==> config.mk <==
export PLATFORM = sky130hd
export DESIGN_NAME = imu_yaw_reader
export DESIGN_NICKNAME = d
export VERILOG_FILES = /design/src/rtl/imu_yaw_reader.sv
export SDC_FILE = /design/constraint.sdc
export NUM_CORES = 1
export LEC_CHECK = 0
export BUFFER_PORTS_ARGS = -buffer_cell sky130_fd_sc_hd__buf_2
export CAP_MARGIN = 20
export CORE_AREA = 8 8 104 59
export DETAILED_ROUTE_END_ITERATION = 8
export DIE_AREA = 0 0 112 67
export PLACE_DENSITY = 0.84
export SLEW_MARGIN = 20
export SYNTH_ARGS = -nofsm -noshare
export SYNTH_HDL_FRONTEND = slang
export SYNTH_SLANG_ARGS = --single-unit
==> constraint.sdc <==
create_clock -name clk -period 2.6 [get_ports clk]
set_clock_uncertainty 0.1 [all_clocks]
set_input_delay 0.13 -clock clk [delete_from_list [all_inputs] [get_ports clk]]
set_output_delay 0.13 -clock clk [all_outputs]
set_load 0.005 [all_outputs]
==> src/rtl/imu_yaw_reader.sv <==
// Command sequencer for the IMU behind the SPI monarch: power-up wait, three config
// writes, then a low/high yaw-rate read pair for every data-ready interrupt.
module imu_yaw_reader #(
    parameter int unsigned TMR_W = 16,
    parameter logic [15:0] CFG0  = 16'h0D02,
    parameter logic [15:0] CFG1  = 16'h1160,
    parameter logic [15:0] CFG2  = 16'h1440,
    parameter logic [15:0] RD_L  = 16'hA600,
    parameter logic [15:0] RD_H  = 16'hA700
) (
    input  logic        clk,
    input  logic        rst_n,
    input  logic        INT,
    input  logic        done,
    input  logic [15:0] resp,
    output logic        snd,
    output logic [15:0] cmd,
    output logic [15:0] yaw_rt,
    output logic        vld
);

    typedef enum logic [2:0] {
        PWRUP = 3'd0,
        W0    = 3'd1,
        W1    = 3'd2,
        W2    = 3'd3,
        IDLE  = 3'd4,
        RL    = 3'd5,
        RH    = 3'd6
    } state_t;

    state_t             r_state;
    state_t             w_state_nxt;
    logic               r_int_m;
    logic               r_int_s;
    logic               r_done_q;
    logic               w_cmpl;
    logic [TMR_W-1:0]   r_tmr;
    logic               w_tmr_full;
    logic [7:0]         r_yl;
    logic [7:0]         w_yl_nxt;
    logic               r_snd;
    logic               w_snd_nxt;
    logic [15:0]        r_cmd;
    logic [15:0]        w_cmd_nxt;
    logic [15:0]        r_yaw;
    logic [15:0]        w_yaw_nxt;
    logic               r_vld;
    logic               w_vld_nxt;
    logic               w_unused_resp_hi;

    // A done level left over from the previous transaction is not a completion.
    assign w_cmpl           = done & ~r_done_q;
    assign w_tmr_full       = &r_tmr;
    assign w_unused_resp_hi = ^resp[15:8];

    always_ff @(posedge clk or negedge rst_n) begin
        if (!rst_n) begin
            r_int_m  <= 1'b0;
            r_int_s  <= 1'b0;
            r_done_q <= 1'b0;
            r_tmr    <= '0;
        end else begin
            r_int_m  <= INT;
            r_int_s  <= r_int_m;
            r_done_q <= done;
            if (r_state == PWRUP) begin
                r_tmr <= r_tmr + TMR_W'(1);
            end
        end
    end

    always_ff @(posedge clk or negedge rst_n) begin
        if (!rst_n) begin
            r_state <= PWRUP;
            r_snd   <= 1'b0;
            r_cmd   <= '0;
            r_yaw   <= '0;
            r_vld   <= 1'b0;
            r_yl    <= '0;
        end else begin
            r_state <= w_state_nxt;
            r_snd   <= w_snd_nxt;
            r_cmd   <= w_cmd_nxt;
            r_yaw   <= w_yaw_nxt;
            r_vld   <= w_vld_nxt;
            r_yl    <= w_yl_nxt;
        end
    end

    always_comb begin
        w_state_nxt = r_state;
        w_snd_nxt   = 1'b0;
        w_cmd_nxt   = r_cmd;
        w_yaw_nxt   = r_yaw;
        w_vld_nxt   = 1'b0;
        w_yl_nxt    = r_yl;
        case (r_state)
            PWRUP: begin
                if (w_tmr_full) begin
                    w_cmd_nxt   = CFG0;
                    w_snd_nxt   = 1'b1;
                    w_state_nxt = W0;
                end
            end
            W0: begin
                if (w_cmpl) begin
                    w_cmd_nxt   = CFG1;
                    w_snd_nxt   = 1'b1;
                    w_state_nxt = W1;
                end
            end
            W1: begin
                if (w_cmpl) begin
                    w_cmd_nxt   = CFG2;
                    w_snd_nxt   = 1'b1;
                    w_state_nxt = W2;
                end
            end
            W2: begin
                if (w_cmpl) begin
                    w_state_nxt = IDLE;
                end
            end
            IDLE: begin
                if (r_int_s) begin
                    w_cmd_nxt   = RD_L;
                    w_snd_nxt   = 1'b1;
                    w_state_nxt = RL;
                end
            end
            RL: begin
                if (w_cmpl) begin
                    w_yl_nxt    = resp[7:0];
                    w_cmd_nxt   = RD_H;
                    w_snd_nxt   = 1'b1;
                    w_state_nxt = RH;
                end
            end
            RH: begin
                // A still-high interrupt is picked up from IDLE on the next cycle.
                if (w_cmpl) begin
                    w_yaw_nxt   = {resp[7:0], r_yl};
                    w_vld_nxt   = 1'b1;
                    w_state_nxt = IDLE;
                end
            end
            default: begin
                w_state_nxt = PWRUP;
            end
        endcase
    end

    assign snd    = r_snd;
    assign cmd    = r_cmd;
    assign yaw_rt = r_yaw;
    assign vld    = r_vld;

endmodule

==> results of run 1 <==
metrics by stage:
stage               total power [mW]  setup slack, ps  util, %
floorplan                      0.873              738        -
global placement               0.895              638     55.6
detailed placement             0.896              648     55.6
CTS                             1.46              594     60.3
global route                    1.50              498     60.3
finish                          1.44              613     60.3
area by class of cell:
type | count | area (um^2) | share of cell area, %
Clock inverter | 3 | 40.0 | 1.42
Sequential cell | 54 | 1350 | 47.9
Inverter | 3 | 11.3 | 0.399
Multi-Input combinational cell | 128 | 927 | 32.8
Timing Repair Buffer | 56 | 350 | 12.4
Clock buffer | 5 | 68.8 | 2.44
Tap cell | 60 | 75.1 | 2.66
flip-flops by register name, indices dropped and copies added (netlist names), 3 cells and up:
name,count
r_state,3
r_yl,8
cmd,6
yaw_rt,16
r_tmr,16
Yosys cell counts, drive strengths merged:
cell type,count,share of area [%]
dfrtp,54,57
mux2,25,12
nand2,16,2.5
buf,13,4.3
xnor2,10,3.7
nor2,8,1.3
nand3,6,1.3
nor3,6,1.7
nand4,5,1.3
o21ai,5,1.0
xor2,5,1.8
a21oi,4,0.84
and3,3,0.79
and4,3,1.1
clkbuf,3,0.47
inv,3,0.47
nand2b,3,0.79
a31oi,2,0.52
nor2b,2,0.52
or2,2,0.52
or3,2,0.52
a211oi,1,0.31
a21bo,1,0.42
a21boi,1,0.47
a222oi,1,0.42
a311oi,1,0.37
a31o,1,0.37
and2,1,0.26
conb,1,0.16
ha,1,0.52
mux2i,1,0.42
nand3b,1,0.31
nor3b,1,0.31
nor4,1,0.52
o21ba,1,0.42
o2bb2ai,1,0.37
o32ai,1,0.37
worst paths after layout:
path                       slack (ps)  cells past startpoint                     to
max                               610                      4     cmd[8]$_DFFE_PN0P_
min                               260                      0      r_int_s$_DFF_PN0_
max reg2reg                       610                      4     cmd[8]$_DFFE_PN0P_
min reg2reg                       260                      0      r_int_s$_DFF_PN0_
max in group asynchronous        1600                      3    cmd[10]$_DFFE_PN0P_
min in group asynchronous         370                      3  r_tmr[14]$_DFFE_PN0P_
critical path, cell delays in order, from the launching register on:
cell and delay, ps:
dfrtp_1 380, or3_1 490, nor3_4 400, a21boi_2 120
a222oi_1 370
routing by layer:
layer	global-route usage, %	vias up	part of all wire (%)
met3	4.15	4	4.8
li1	-	777	-
met1	15.8	768	50
met5	0	-	0
met4	3.00	0	0.72
met2	19.9	36	44
repair_timing:
| item | in CTS | in global routing |
|---|---|---|
| resized for setup | 0 | 0 |
| hold buffers | 11 | 0 |
| endpoints found under the hold margin | 72 | 0 |
cell families (layout without fill, tap and decap cells):
group           Yosys count  in the layout  synth area share (%)
compound gates           20             20                  5.93
buf+inv                  19             67                  5.25
simple gates             60             60                  13.7
flops                    54             54                  56.7
xor+xnor                 15             15                  5.51
fa+ha+maj                 1              1                 0.525
other cells               1              6                 0.157
mux                      26             26                  12.2
where the power goes:
group	switching, mW	total, mW	internal (mW)
clock	0.265	0.549	0.284
combinational	0.0275	0.0479	0.0204
sequential	0.00131	0.843	0.841
total	0.294	1.44	1.15
==> load_flow_metrics.sql, run 1 <==
INSERT INTO impl_metrics (metric_group, metric, value, unit) VALUES
('placed_design', 'dpl_cell_area', '2610', 'um^2'),
('grt', 'grt_usage', '12.3', '%'),
('worst_hold_path', 'holdCritStartpoint', 'r_int_m$_DFF_PN0_', ''),
('routing', 'drtIter0Drc', '72', ''),
('timing', 'timing.final.crit_share', '76.4', '%'),
('floorplan', 'floorplan.die_area', '7500', 'um^2'),
('timing', 'slew_headroom', '56.8', '%'),
('grt', 'overflow', '0', ''),
('worst_hold_path', 'hold_class', 'flip-flop to flip-flop', ''),
('cells_and_area', 'final_net_count', '269', ''),
('synthesis', 'synth.yosys.warnings', '0', ''),
('critical_path', 'critPathMaxFanout', '7', ''),
('floorplan', 'die_height', '67', 'um'),
('cts', 'cts_num_sinks', '54', ''),
('grt', 'grt_max_degree', '55', ''),
('floorplan', 'horizontal_die_dimension', '112', 'um'),
('cells_and_area', 'finalNonFillerCells', '309', ''),
('cells_and_area', 'most-common-layout-cells', '54 x dfrtp_1, 39 x buf_2, 25 x mux2_2', ''),
('timing', 'worst_slew_pin_slew', '648', 'ps'),
('status', 'status', 'finished, final reports clean', ''),
('cells_and_area', 'ratio_of_cells_with_drive_above_1_in_the_final_layout', '34.5', '%'),
('placed_design', 'place_congestion', '0.775', ''),
('cts', 'clockRootBuffer', 'clkbuf_8', ''),
('pwr', 'vdd_ir_drop_max', '0.269', 'mV'),
('floorplan', 'starting_density_of_the_core', '50.9', '%'),
('floorplan', 'io_pins', '54', ''),
('cells_and_area', 'area_delta_synth_final', '18.4', '%'),
('timing', 'hold_ws', '262', 'ps'),
('synthesis', 'synth.lib_cells_used.distinct', '40', ''),
('timing', 'timing.final.hold_violations', '0', ''),
('grt', 'number_of_global_route_vias_before_repair', '1549', ''),
('cts', 'cts_tree', 'done', ''),
('pwr', 'pwr_density_cell', '510', 'nW/um^2'),
('cells_and_area', 'final_cell_area', '2820', 'um^2'),
('cells_and_area', 'num_antenna_cells', '0', ''),
('floorplan', 'core_area', '4680', 'um^2'),
('placed_design', 'placedCellCount', '290', ''),
('cells_and_area', 'filler_cell_count', '386', ''),
('timing', 'post-route-min-period', '1990', 'ps'),
('critical_path', 'start_kind', 'flip-flop', ''),
('critical_path', 'critPathArrivalTime', '2070', 'ps'),
('synthesis', 'netlist_instances', '196', ''),
('timing', 'grt_setup_unrepaired', 'false', ''),
('critical_path', 'critical_path.reg2reg.startpoint', 'r_state[2]$_DFFE_PN0P_', ''),
('grt', 'antenna_found_initial', '0', ''),
('routing', 'detailedRoute.firstPassIterationCount', '4', ''),
('critical_path', 'critPathKind', 'flip-flop to flip-flop', ''),
('grt', 'grt_pass1_wl', '7380', 'um'),
('synthesis', 'ys_seq_area_share', '56.7', '%'),
('routing', 'final_routed_wire_length_divided_by_cell_count', '14.4', 'um'),
('cts', 'worst_skew_pair.late_latency', '300', 'ps'),
('cts', 'postCtsSetupBuffers', '0', ''),
('cts', 'cts_htree_levels', '2', ''),
('placed_design', 'hpwlAfterDp', '3210', 'um'),
('routing', 'route.final.wire_length', '4450', 'um'),
('timing', 'setup_viol', '0', ''),
('timing', 'setup_tns', '0', 'ps'),
('critical_path', 'critPathRequiredTime', '2690', 'ps'),
('routing', 'route.detailed.drc', '0', ''),
('flow_run', 'drv.max_cap_violation_count', '0', ''),
('cells_and_area', 'mostFrequentLayoutCell', 'dfrtp_1', ''),
('pwr', 'leakagePower', '1.43', 'nW'),
('routing', 'vias_per_cell', '5.13', ''),
('routing', 'post_route_antenna_net_violation_count', '0', ''),
('timing', 'report.final.slew_viol_count', '0', ''),
('synthesis', 'synth_area_per_cell', '12.2', 'um^2'),
('cts', 'clock_transition_at_path_regs', '100', 'ps'),
('floorplan', 'fp-row-count', '18', ''),
('routing', 'via_count', '1585', ''),
('placed_design', 'place.port_buffers', '39', ''),
('critical_path', 'critical_path.endpoint_type', 'flip-flop', ''),
('critical_path', 'critPathLaunch', 'r_state[2]$_DFFE_PN0P_', ''),
('timing', 'clock.fmax', '503', 'MHz'),
('cts', 'cts_inserted_buffers', '5', ''),
('synthesis', 'syn-cell-area', '2380', 'um^2'),
('synthesis', 'ys_seq_elements', '54', ''),
('cts', 'cts.path.max_buffers', '2', '');
Power figures use the tool's default switching activity.
==> inputs of run 2 (changes only) <==
--- a/config.mk
+++ b/config.mk
@@ -5,12 +5,13 @@
 export SDC_FILE = /design/constraint.sdc
 export NUM_CORES = 1
 export LEC_CHECK = 0
+export ABC_AREA = 1
 export BUFFER_PORTS_ARGS = -buffer_cell sky130_fd_sc_hd__buf_2
 export CAP_MARGIN = 20
-export CORE_AREA = 8 8 104 59
+export CORE_AREA = 8 8 110 62
 export DETAILED_ROUTE_END_ITERATION = 8
-export DIE_AREA = 0 0 112 67
-export PLACE_DENSITY = 0.84
+export DIE_AREA = 0 0 118 70
+export PLACE_DENSITY = 0.8
 export SLEW_MARGIN = 20
 export SYNTH_ARGS = -nofsm -noshare
 export SYNTH_HDL_FRONTEND = slang
==> constraint.sdc (replaced) <==
create_clock -name clk -period 1.75 [get_ports clk]
set_clock_uncertainty 0.1 [all_clocks]
set_input_delay 0.0875 -clock clk [delete_from_list [all_inputs] [get_ports clk]]
set_output_delay 0.0875 -clock clk [all_outputs]
set_load 0.005 [all_outputs]
==> run 2 against run 1 <==
  * Sequential cell count unchanged
  * Die area is 10% higher
  * Final area increased by 2.9%
  * Power is 44% higher
  * Non-clock buffer count fell by 1
  * Cell count rose by 30%
  * Setup slack got worse by 490 ps
  * Hold slack got worse by 210 ps
  * Routed wire length up 2.1%
  * Critical path type unchanged
  * Largest power group unchanged
==> load_flow_metrics.sql, run 2 <==
INSERT INTO impl_metrics (metric_group, metric, value, unit) VALUES
('status', 'status', 'finished, final reports clean', ''),
('placed_design', 'pre_cts_ws', '132', 'ps'),
('grt', 'number_of_global_route_vias_before_repair', '1769', ''),
('grt', 'grt_usage', '11.4', '%'),
('placed_design', 'place.port_buffers', '39', ''),
('timing', 'setup_viol', '0', ''),
('cells_and_area', 'filler_cell_count', '466', ''),
('critical_path', 'path_delay_family', 'simple AND/OR/NAND/NOR gates', ''),
('critical_path', 'critical_path.endpoint_type', 'flip-flop', ''),
('cells_and_area', 'layout.core_utilization', '55.3', '%'),
('critical_path', 'critical_path.max_stage_delay', '400', 'ps'),
('placed_design', 'place_congestion', '0.932', ''),
('placed_design', 'hpwlAfterDp', '3340', 'um'),
('synthesis', 'synth_xor_xnor_area_share', '4.68', '%'),
('worst_hold_path', 'hold_class', 'input port to asynchronous set/reset pin', ''),
('routing', 'drtIter0Drc', '84', ''),
('critical_path', 'critPathBufInv', '1', ''),
('cts', 'worst_skew_pair.late_latency', '300', 'ps'),
('timing', 'report.final.slew_viol_count', '0', ''),
('cts', 'cts_num_sinks', '54', ''),
('synthesis', 'synth.lib_cells_used.distinct', '24', ''),
('synthesis', 'netlist_instances', '278', ''),
('routing', 'final_routed_wire_length_divided_by_cell_count', '11.3', 'um'),
('cells_and_area', 'num_antenna_cells', '0', ''),
('timing', 'grt_setup_unrepaired', 'false', ''),
('synthesis', 'synth_area_leaders', 'dfrtp_1 55%, nand2_1 12%, inv_1 6.6%', ''),
('synthesis', 'async_flop_share', '100', '%'),
('cells_and_area', 'ratio_of_cells_with_drive_above_1_in_the_final_layout', '19.1', '%'),
('floorplan', 'starting_density_of_the_core', '46.3', '%'),
('pwr', 'leakagePower', '1.53', 'nW'),
('grt', 'grt_pass1_wl', '8000', 'um'),
('synthesis', 'synth_mux_area_share', '0', '%'),
('routing', 'route.detailed.drc', '0', ''),
('synthesis', 'synth_area_per_cell', '8.76', 'um^2'),
('critical_path', 'start_kind', 'flip-flop', ''),
('floorplan', 'core_area', '5250', 'um^2'),
('cts', 'clock_transition_at_path_regs', '100', 'ps'),
('cells_and_area', 'multi_input_area', '847', 'um^2'),
('floorplan', 'io_pins', '54', ''),
('synthesis', 'synth_fa_ha_area_share', '0.514', '%'),
('critical_path', 'critPathRequiredTime', '1850', 'ps'),
('synthesis', 'ys_seq_elements', '54', ''),
('synthesis', 'synth_top_area_share', '55.5', '%'),
('routing', 'vias_per_cell', '4.46', ''),
('critical_path', 'critPathArrivalTime', '1730', 'ps'),
('critical_path', 'cp_slowest_cell', 'dfrtp_1', ''),
('placed_design', 'placedCellCount', '385', ''),
('synthesis', 'synth_top_family_by_area', 'simple AND/OR/NAND/NOR gates', ''),
('synthesis', 'synth-edff-count', '0', ''),
('pwr', 'vdd_ir_drop_max', '0.466', 'mV'),
('cells_and_area', 'mostFrequentLayoutCell', 'nand2_1', ''),
('cells_and_area', 'finalNonFillerCells', '403', ''),
('floorplan', 'floorplan.die_area', '8260', 'um^2'),
('placed_design', 'dpl_cell_area', '2700', 'um^2'),
('flow_run', 'drv.max_cap_violation_count', '0', ''),
('critical_path', 'critPathMaxFanout', '4', ''),
('grt', 'antenna_found_initial', '0', ''),
('critical_path', 'ordered_list_of_cells_on_the_worst_path', 'ha_1 -> nand2_1 -> nor2_1 -> nand2_1 -> nor2_2 -> nand2_1 -> xor2_1 -> inv_1', ''),
('timing', 'timing.final.hold_violations', '0', ''),
('timing', 'final_critical_path_setup_slack', '120', 'ps'),
('routing', 'via_count', '1796', ''),
('synthesis', 'commonest_register_cell_after_synthesis', 'dfrtp_1', ''),
('floorplan', 'horizontal_die_dimension', '118', 'um'),
('critical_path', 'crit_top_cell', 'nand2_1', ''),
('timing', 'timing.final.crit_share', '93.2', '%'),
('cts', 'cts_htree_levels', '2', ''),
('floorplan', 'die_height', '70', 'um'),
('cells_and_area', 'register_area', '1350', 'um^2'),
('cts', 'cts_inserted_buffers', '5', ''),
('routing', 'post_route_antenna_net_violation_count', '0', ''),
('pwr', 'finalPower', '2.07', 'mW'),
('cts', 'cts_tree', 'done', ''),
('pwr', 'pwr_density_cell', '711', 'nW/um^2'),
('cells_and_area', 'most-common-layout-cells', '79 x nand2_1, 54 x dfrtp_1, 43 x inv_1', ''),
('synthesis', 'synth.yosys.warnings', '0', ''),
('timing', 'setup_tns', '0', 'ps'),
('timing', 'hold_ws', '54.2', 'ps'),
('synthesis', 'syn-cell-area', '2430', 'um^2'),
('grt', 'grt_max_degree', '49', ''),
('cells_and_area', 'area_delta_synth_final', '19.3', '%'),
('critical_path', 'critPathKind', 'flip-flop to flip-flop', ''),
('synthesis', 'synth-compound-area-share', '6.73', '%'),
('synthesis', 'synth_simple_gate_area_share', '21.3', '%'),
('grt', 'overflow', '0', ''),
('synthesis', 'synth_top_area_cell', 'dfrtp_1', ''),
('cts', 'postCtsSetupBuffers', '0', ''),
('timing', 'clock.fmax', '613', 'MHz'),
('timing', 'post-route-min-period', '1630', 'ps'),
('routing', 'detailedRoute.firstPassIterationCount', '4', ''),
('cts', 'clockRootBuffer', 'clkbuf_8', ''),
('cells_and_area', 'final_cell_area', '2910', 'um^2'),
('floorplan', 'fp-row-count', '19', ''),
('synthesis', 'ys_seq_area_share', '55.5', '%'),
('synthesis', 'synth.cells.most_frequent', '79 x nand2_1, 54 x dfrtp_1, 43 x inv_1', ''),
('cells_and_area', 'final_net_count', '351', ''),
('routing', 'route.final.wire_length', '4540', 'um'),
('cts', 'cts.path.max_buffers', '2', ''),
('synthesis', 'synth.most_common_cell', 'nand2_1', '');
==> run 2: cell count changes after synthesis, sizes merged, moves of 4 or more <==
cell and delta:
mux2 -25, o21ai +23, nand3 +6, nor2 +11, xnor2 -5, inv +41
nor3 -4, nand2 +66
==> run 2: what timing repair did <==
item / 4_1_cts / 5_1_grt
endpoints found under the setup margin: 0 / 5
hold buffers: 11 / 0
hold endpoints to repair: 72 / 0
gates resized for setup: 0 / 4
==> run 2: power by group <==
| group | internal, mW | total [mW] | switching [mW] |
|---|---|---|---|
| Clock | 0.277 | 0.667 | 0.390 |
| Sequential | 1.27 | 1.28 | 0.0121 |
| Combinational | 0.0531 | 0.115 | 0.0618 |
==> run 2: worst reg2reg max path, stage by stage (launching register included) <==
cell and delay [ps]:
dfrtp_1 400, ha_1 210, nand2_1 100, nor2_1 100, nand2_1 120, nor2_2 210
nand2_1 100, xor2_1 150, inv_1 50
==> run 2: final timing paths <==
| path | slack (ps) | cells after the start | startpoint | end |
|---|---|---|---|---|
| min reg2reg | 270 | 0 | r_int_m$_DFF_PN0_ | r_int_s$_DFF_PN0_ |
| min in group clk | 270 | 0 | r_int_m$_DFF_PN0_ | r_int_s$_DFF_PN0_ |
| min | 50 | 2 | rst_n | r_tmr[4]$_DFFE_PN0P_ |
| max in group asynchronous | 1020 | 3 | rst_n | yaw_rt[11]$_DFFE_PN0P_ |
| max | 120 | 8 | r_tmr[0]$_DFFE_PN0P_ | r_tmr[10]$_DFFE_PN0P_ |
| max reg2reg | 120 | 8 | r_tmr[0]$_DFFE_PN0P_ | r_tmr[10]$_DFFE_PN0P_ |
==> run 2: final cells by class <==
cell class / count / share of cell area, %
Timing Repair Buffer: 55 / 12.7
Sequential cell: 54 / 46.5
Clock inverter: 2 / 0.474
Tap cell: 73 / 3.14
Clock buffer: 5 / 2.37
Multi-Input combinational cell: 170 / 29.2
Inverter: 44 / 5.68
==> run 2: kinds of logic after synthesis <==
kind of cell / Yosys count
simple gates: 120
fa+ha+maj: 1
compound gates: 30
other cells: 1
flops: 54
buf+inv: 59
xor+xnor: 13
==> run 2: layer usage <==
layer | vias up | global-route usage, % | wire length, um
li1 | 933 | - | -
met1 | 814 | 15.5 | 2390
met5 | - | 0 | 0
met2 | 47 | 16.9 | 1850
met4 | 0 | 2.54 | 17
met3 | 2 | 4.09 | 280
==> inputs of run 3 (changes only) <==
--- a/config.mk
+++ b/config.mk
@@ -11,6 +11,7 @@
 export CORE_AREA = 8 8 110 62
 export DETAILED_ROUTE_END_ITERATION = 8
 export DIE_AREA = 0 0 118 70
+export MAX_ROUTING_LAYER = met4
 export PLACE_DENSITY = 0.8
 export SLEW_MARGIN = 20
 export SYNTH_ARGS = -nofsm -noshare
==> run 3 against run 2 <==
  * Combinational power about the same
  * Non-clock buffer count unchanged
  * Final area unchanged
  * Register-to-register slack about the same
  * Routed wire length up 0.22%
  * Cell count unchanged
  * Sequential power about the same
  * First-iteration DRC count down 8.3%
  * Sequential cell count unchanged
  * Critical path type unchanged
  * Largest cell class unchanged
  * Highest routed layer unchanged
==> load_flow_metrics.sql, run 3 (same netlist as run 2, synthesis figures left out) <==
INSERT INTO impl_metrics (metric_group, metric, value, unit) VALUES
('status', 'status', 'finished, final reports clean', ''),
('pwr', 'total_switching_power', '0.464', 'mW'),
('pwr', 'leakagePower', '1.53', 'nW'),
('grt', 'grt_usage', '11.7', '%'),
('cells_and_area', 'num_antenna_cells', '0', ''),
('cells_and_area', 'area_delta_synth_final', '19.3', '%'),
('cells_and_area', 'finalNonFillerCells', '403', ''),
('grt', 'antenna_found_initial', '0', ''),
('routing', 'drtIter0Drc', '77', ''),
('floorplan', 'starting_density_of_the_core', '46.3', '%'),
('critical_path', 'start_kind', 'flip-flop', ''),
('timing', 'timing.final.crit_share', '93.2', '%'),
('timing', 'timing.final.hold_violations', '0', ''),
('critical_path', 'critPathKind', 'flip-flop to flip-flop', ''),
('cells_and_area', 'ratio_of_cells_with_drive_above_1_in_the_final_layout', '19.1', '%'),
('pwr', 'power.switching_fraction', '22.5', '%'),
('cells_and_area', 'most-common-layout-cells', '79 x nand2_1, 54 x dfrtp_1, 43 x inv_1', ''),
('routing', 'route.detailed.drc', '0', ''),
('routing', 'via_count', '1796', ''),
('critical_path', 'critPathMaxFanout', '4', ''),
('timing', 'setup_tns', '0', 'ps'),
('floorplan', 'die_height', '70', 'um'),
('critical_path', 'critical_path.reg2reg.startpoint', 'r_tmr[0]$_DFFE_PN0P_', ''),
('floorplan', 'horizontal_die_dimension', '118', 'um'),
('pwr', 'p_int', '1.60', 'mW'),
('routing', 'post_route_antenna_net_violation_count', '0', ''),
('floorplan', 'floorplan.die_area', '8260', 'um^2'),
('timing', 'post-route-min-period', '1630', 'ps'),
('timing', 'setup_viol', '0', ''),
('cts', 'cts_num_sinks', '54', ''),
('routing', 'route.final.wire_length', '4550', 'um'),
('placed_design', 'placedCellCount', '385', ''),
('worst_hold_path', 'hold_class', 'input port to asynchronous set/reset pin', ''),
('placed_design', 'place_congestion', '0.949', ''),
('critical_path', 'critPathLaunch', 'r_tmr[0]$_DFFE_PN0P_', ''),
('cells_and_area', 'mostFrequentLayoutCell', 'nand2_1', ''),
('floorplan', 'io_pins', '54', ''),
('timing', 'grt_setup_unrepaired', 'false', ''),
('critical_path', 'critPathArrivalTime', '1730', 'ps'),
('grt', 'number_of_global_route_vias_before_repair', '1771', ''),
('floorplan', 'core_area', '5250', 'um^2'),
('flow_run', 'drv.max_cap_violation_count', '0', ''),
('pwr', 'clkPwrFrac', '32.3', '%'),
('routing', 'detailedRoute.firstPassIterationCount', '4', ''),
('pwr', 'comb_power_share', '5.6', '%'),
('cts', 'worst_skew_pair.late_latency', '300', 'ps'),
('cts', 'cts_htree_levels', '2', ''),
('critical_path', 'critical_path.endpoint_type', 'flip-flop', ''),
('floorplan', 'fp-row-count', '19', ''),
('cells_and_area', 'final_net_count', '351', ''),
('cts', 'cts_tree', 'done', ''),
('cts', 'cts.path.max_buffers', '2', ''),
('cts', 'clockRootBuffer', 'clkbuf_8', ''),
('grt', 'grt_max_degree', '49', ''),
('grt', 'grt_pass1_wl', '7980', 'um'),
('routing', 'final_routed_wire_length_divided_by_cell_count', '11.3', 'um'),
('timing', 'report.final.slew_viol_count', '0', ''),
('placed_design', 'hpwlAfterDp', '3340', 'um'),
('grt', 'overflow', '0', ''),
('routing', 'vias_per_cell', '4.46', ''),
('critical_path', 'critPathRequiredTime', '1850', 'ps'),
('cts', 'cts_inserted_buffers', '5', ''),
('pwr', 'pwr_density_cell', '711', 'nW/um^2'),
('placed_design', 'place.port_buffers', '39', ''),
('cts', 'clock_transition_at_path_regs', '100', 'ps'),
('cells_and_area', 'filler_cell_count', '466', ''),
('pwr', 'power_frac_seq', '62.1', '%'),
('pwr', 'vdd_ir_drop_max', '0.466', 'mV'),
('timing', 'clock.fmax', '613', 'MHz');
## run 3: cell counts in the layout (fill, tap and decap cells not counted)
No cell type changed its count.
## run 3: stage by stage
step                      utilization [%]  power [mW]  setup slack [ps]  hold slack (ps)  area (um^2)
final                                55.3        2.07               118             54.4         2910
after global routing                 55.3        2.17              4.59             68.1         2910
after CTS                            55.0        2.10               119             65.9         2890
after detailed placement             51.3        1.41               132             -162         2700
after global placement               51.3        1.40               203             -162         2700
after floorplan                         -        1.34               270             -308         2450
## run 3: power by group through the flow
stage               clock network, mW  registers (mW)  logic (mW)
floorplan                           0            1.31      0.0344
finish                          0.667            1.28       0.115
global placement                    0            1.31      0.0977
global route                    0.753            1.29       0.135
CTS                             0.695            1.28       0.119
detailed placement                  0            1.31      0.0999
## run 3: metal layers
layer / vias up / wire length, um / track usage, % / share of wire (%)
li1: 933 / - / - / -
met1: 817 / 2410 / 15.6 / 53
met2: 44 / 1860 / 16.9 / 41
met3: 2 / 268 / 4.01 / 5.9
met4: 0 / 15 / 2.54 / 0.33
met5: - / 0 / - / 0
## run 3: path summary, 6_finish.rpt
path / depth (start not counted) / slack (ps) / to
min: 2 / 50 / r_tmr[4]$_DFFE_PN0P_
min reg2reg: 0 / 270 / r_int_s$_DFF_PN0_
max: 8 / 120 / r_tmr[10]$_DFFE_PN0P_
max reg2reg: 8 / 120 / r_tmr[10]$_DFFE_PN0P_
min in group clk: 0 / 270 / r_int_s$_DFF_PN0_
max in group asynchronous: 3 / 1020 / yaw_rt[11]$_DFFE_PN0P_
## run 3: layout make-up
cell class | instances | area [um^2] | share of cell area, %
Tap cell | 73 | 91.3 | 3.14
Sequential cell | 54 | 1350 | 46.5
Clock inverter | 2 | 13.8 | 0.474
Multi-Input combinational cell | 170 | 847 | 29.2
Timing Repair Buffer | 55 | 368 | 12.7
Inverter | 44 | 165 | 5.68
Clock buffer | 5 | 68.8 | 2.37
## run 3: repair_timing
action,in CTS,in global routing
hold buffers,11,0
resized for setup,0,4
buffers inserted,0,0
endpoints found under the setup margin,0,5
endpoints found under the hold margin,72,0
## run 3: worst max-delay path: stages (launching register included)
cell	delay (ps)
dfrtp_1	400
ha_1	200
nand2_1	100
nor2_1	100
nand2_1	120
nor2_2	210
nand2_1	100
xor2_1	150
inv_1	50
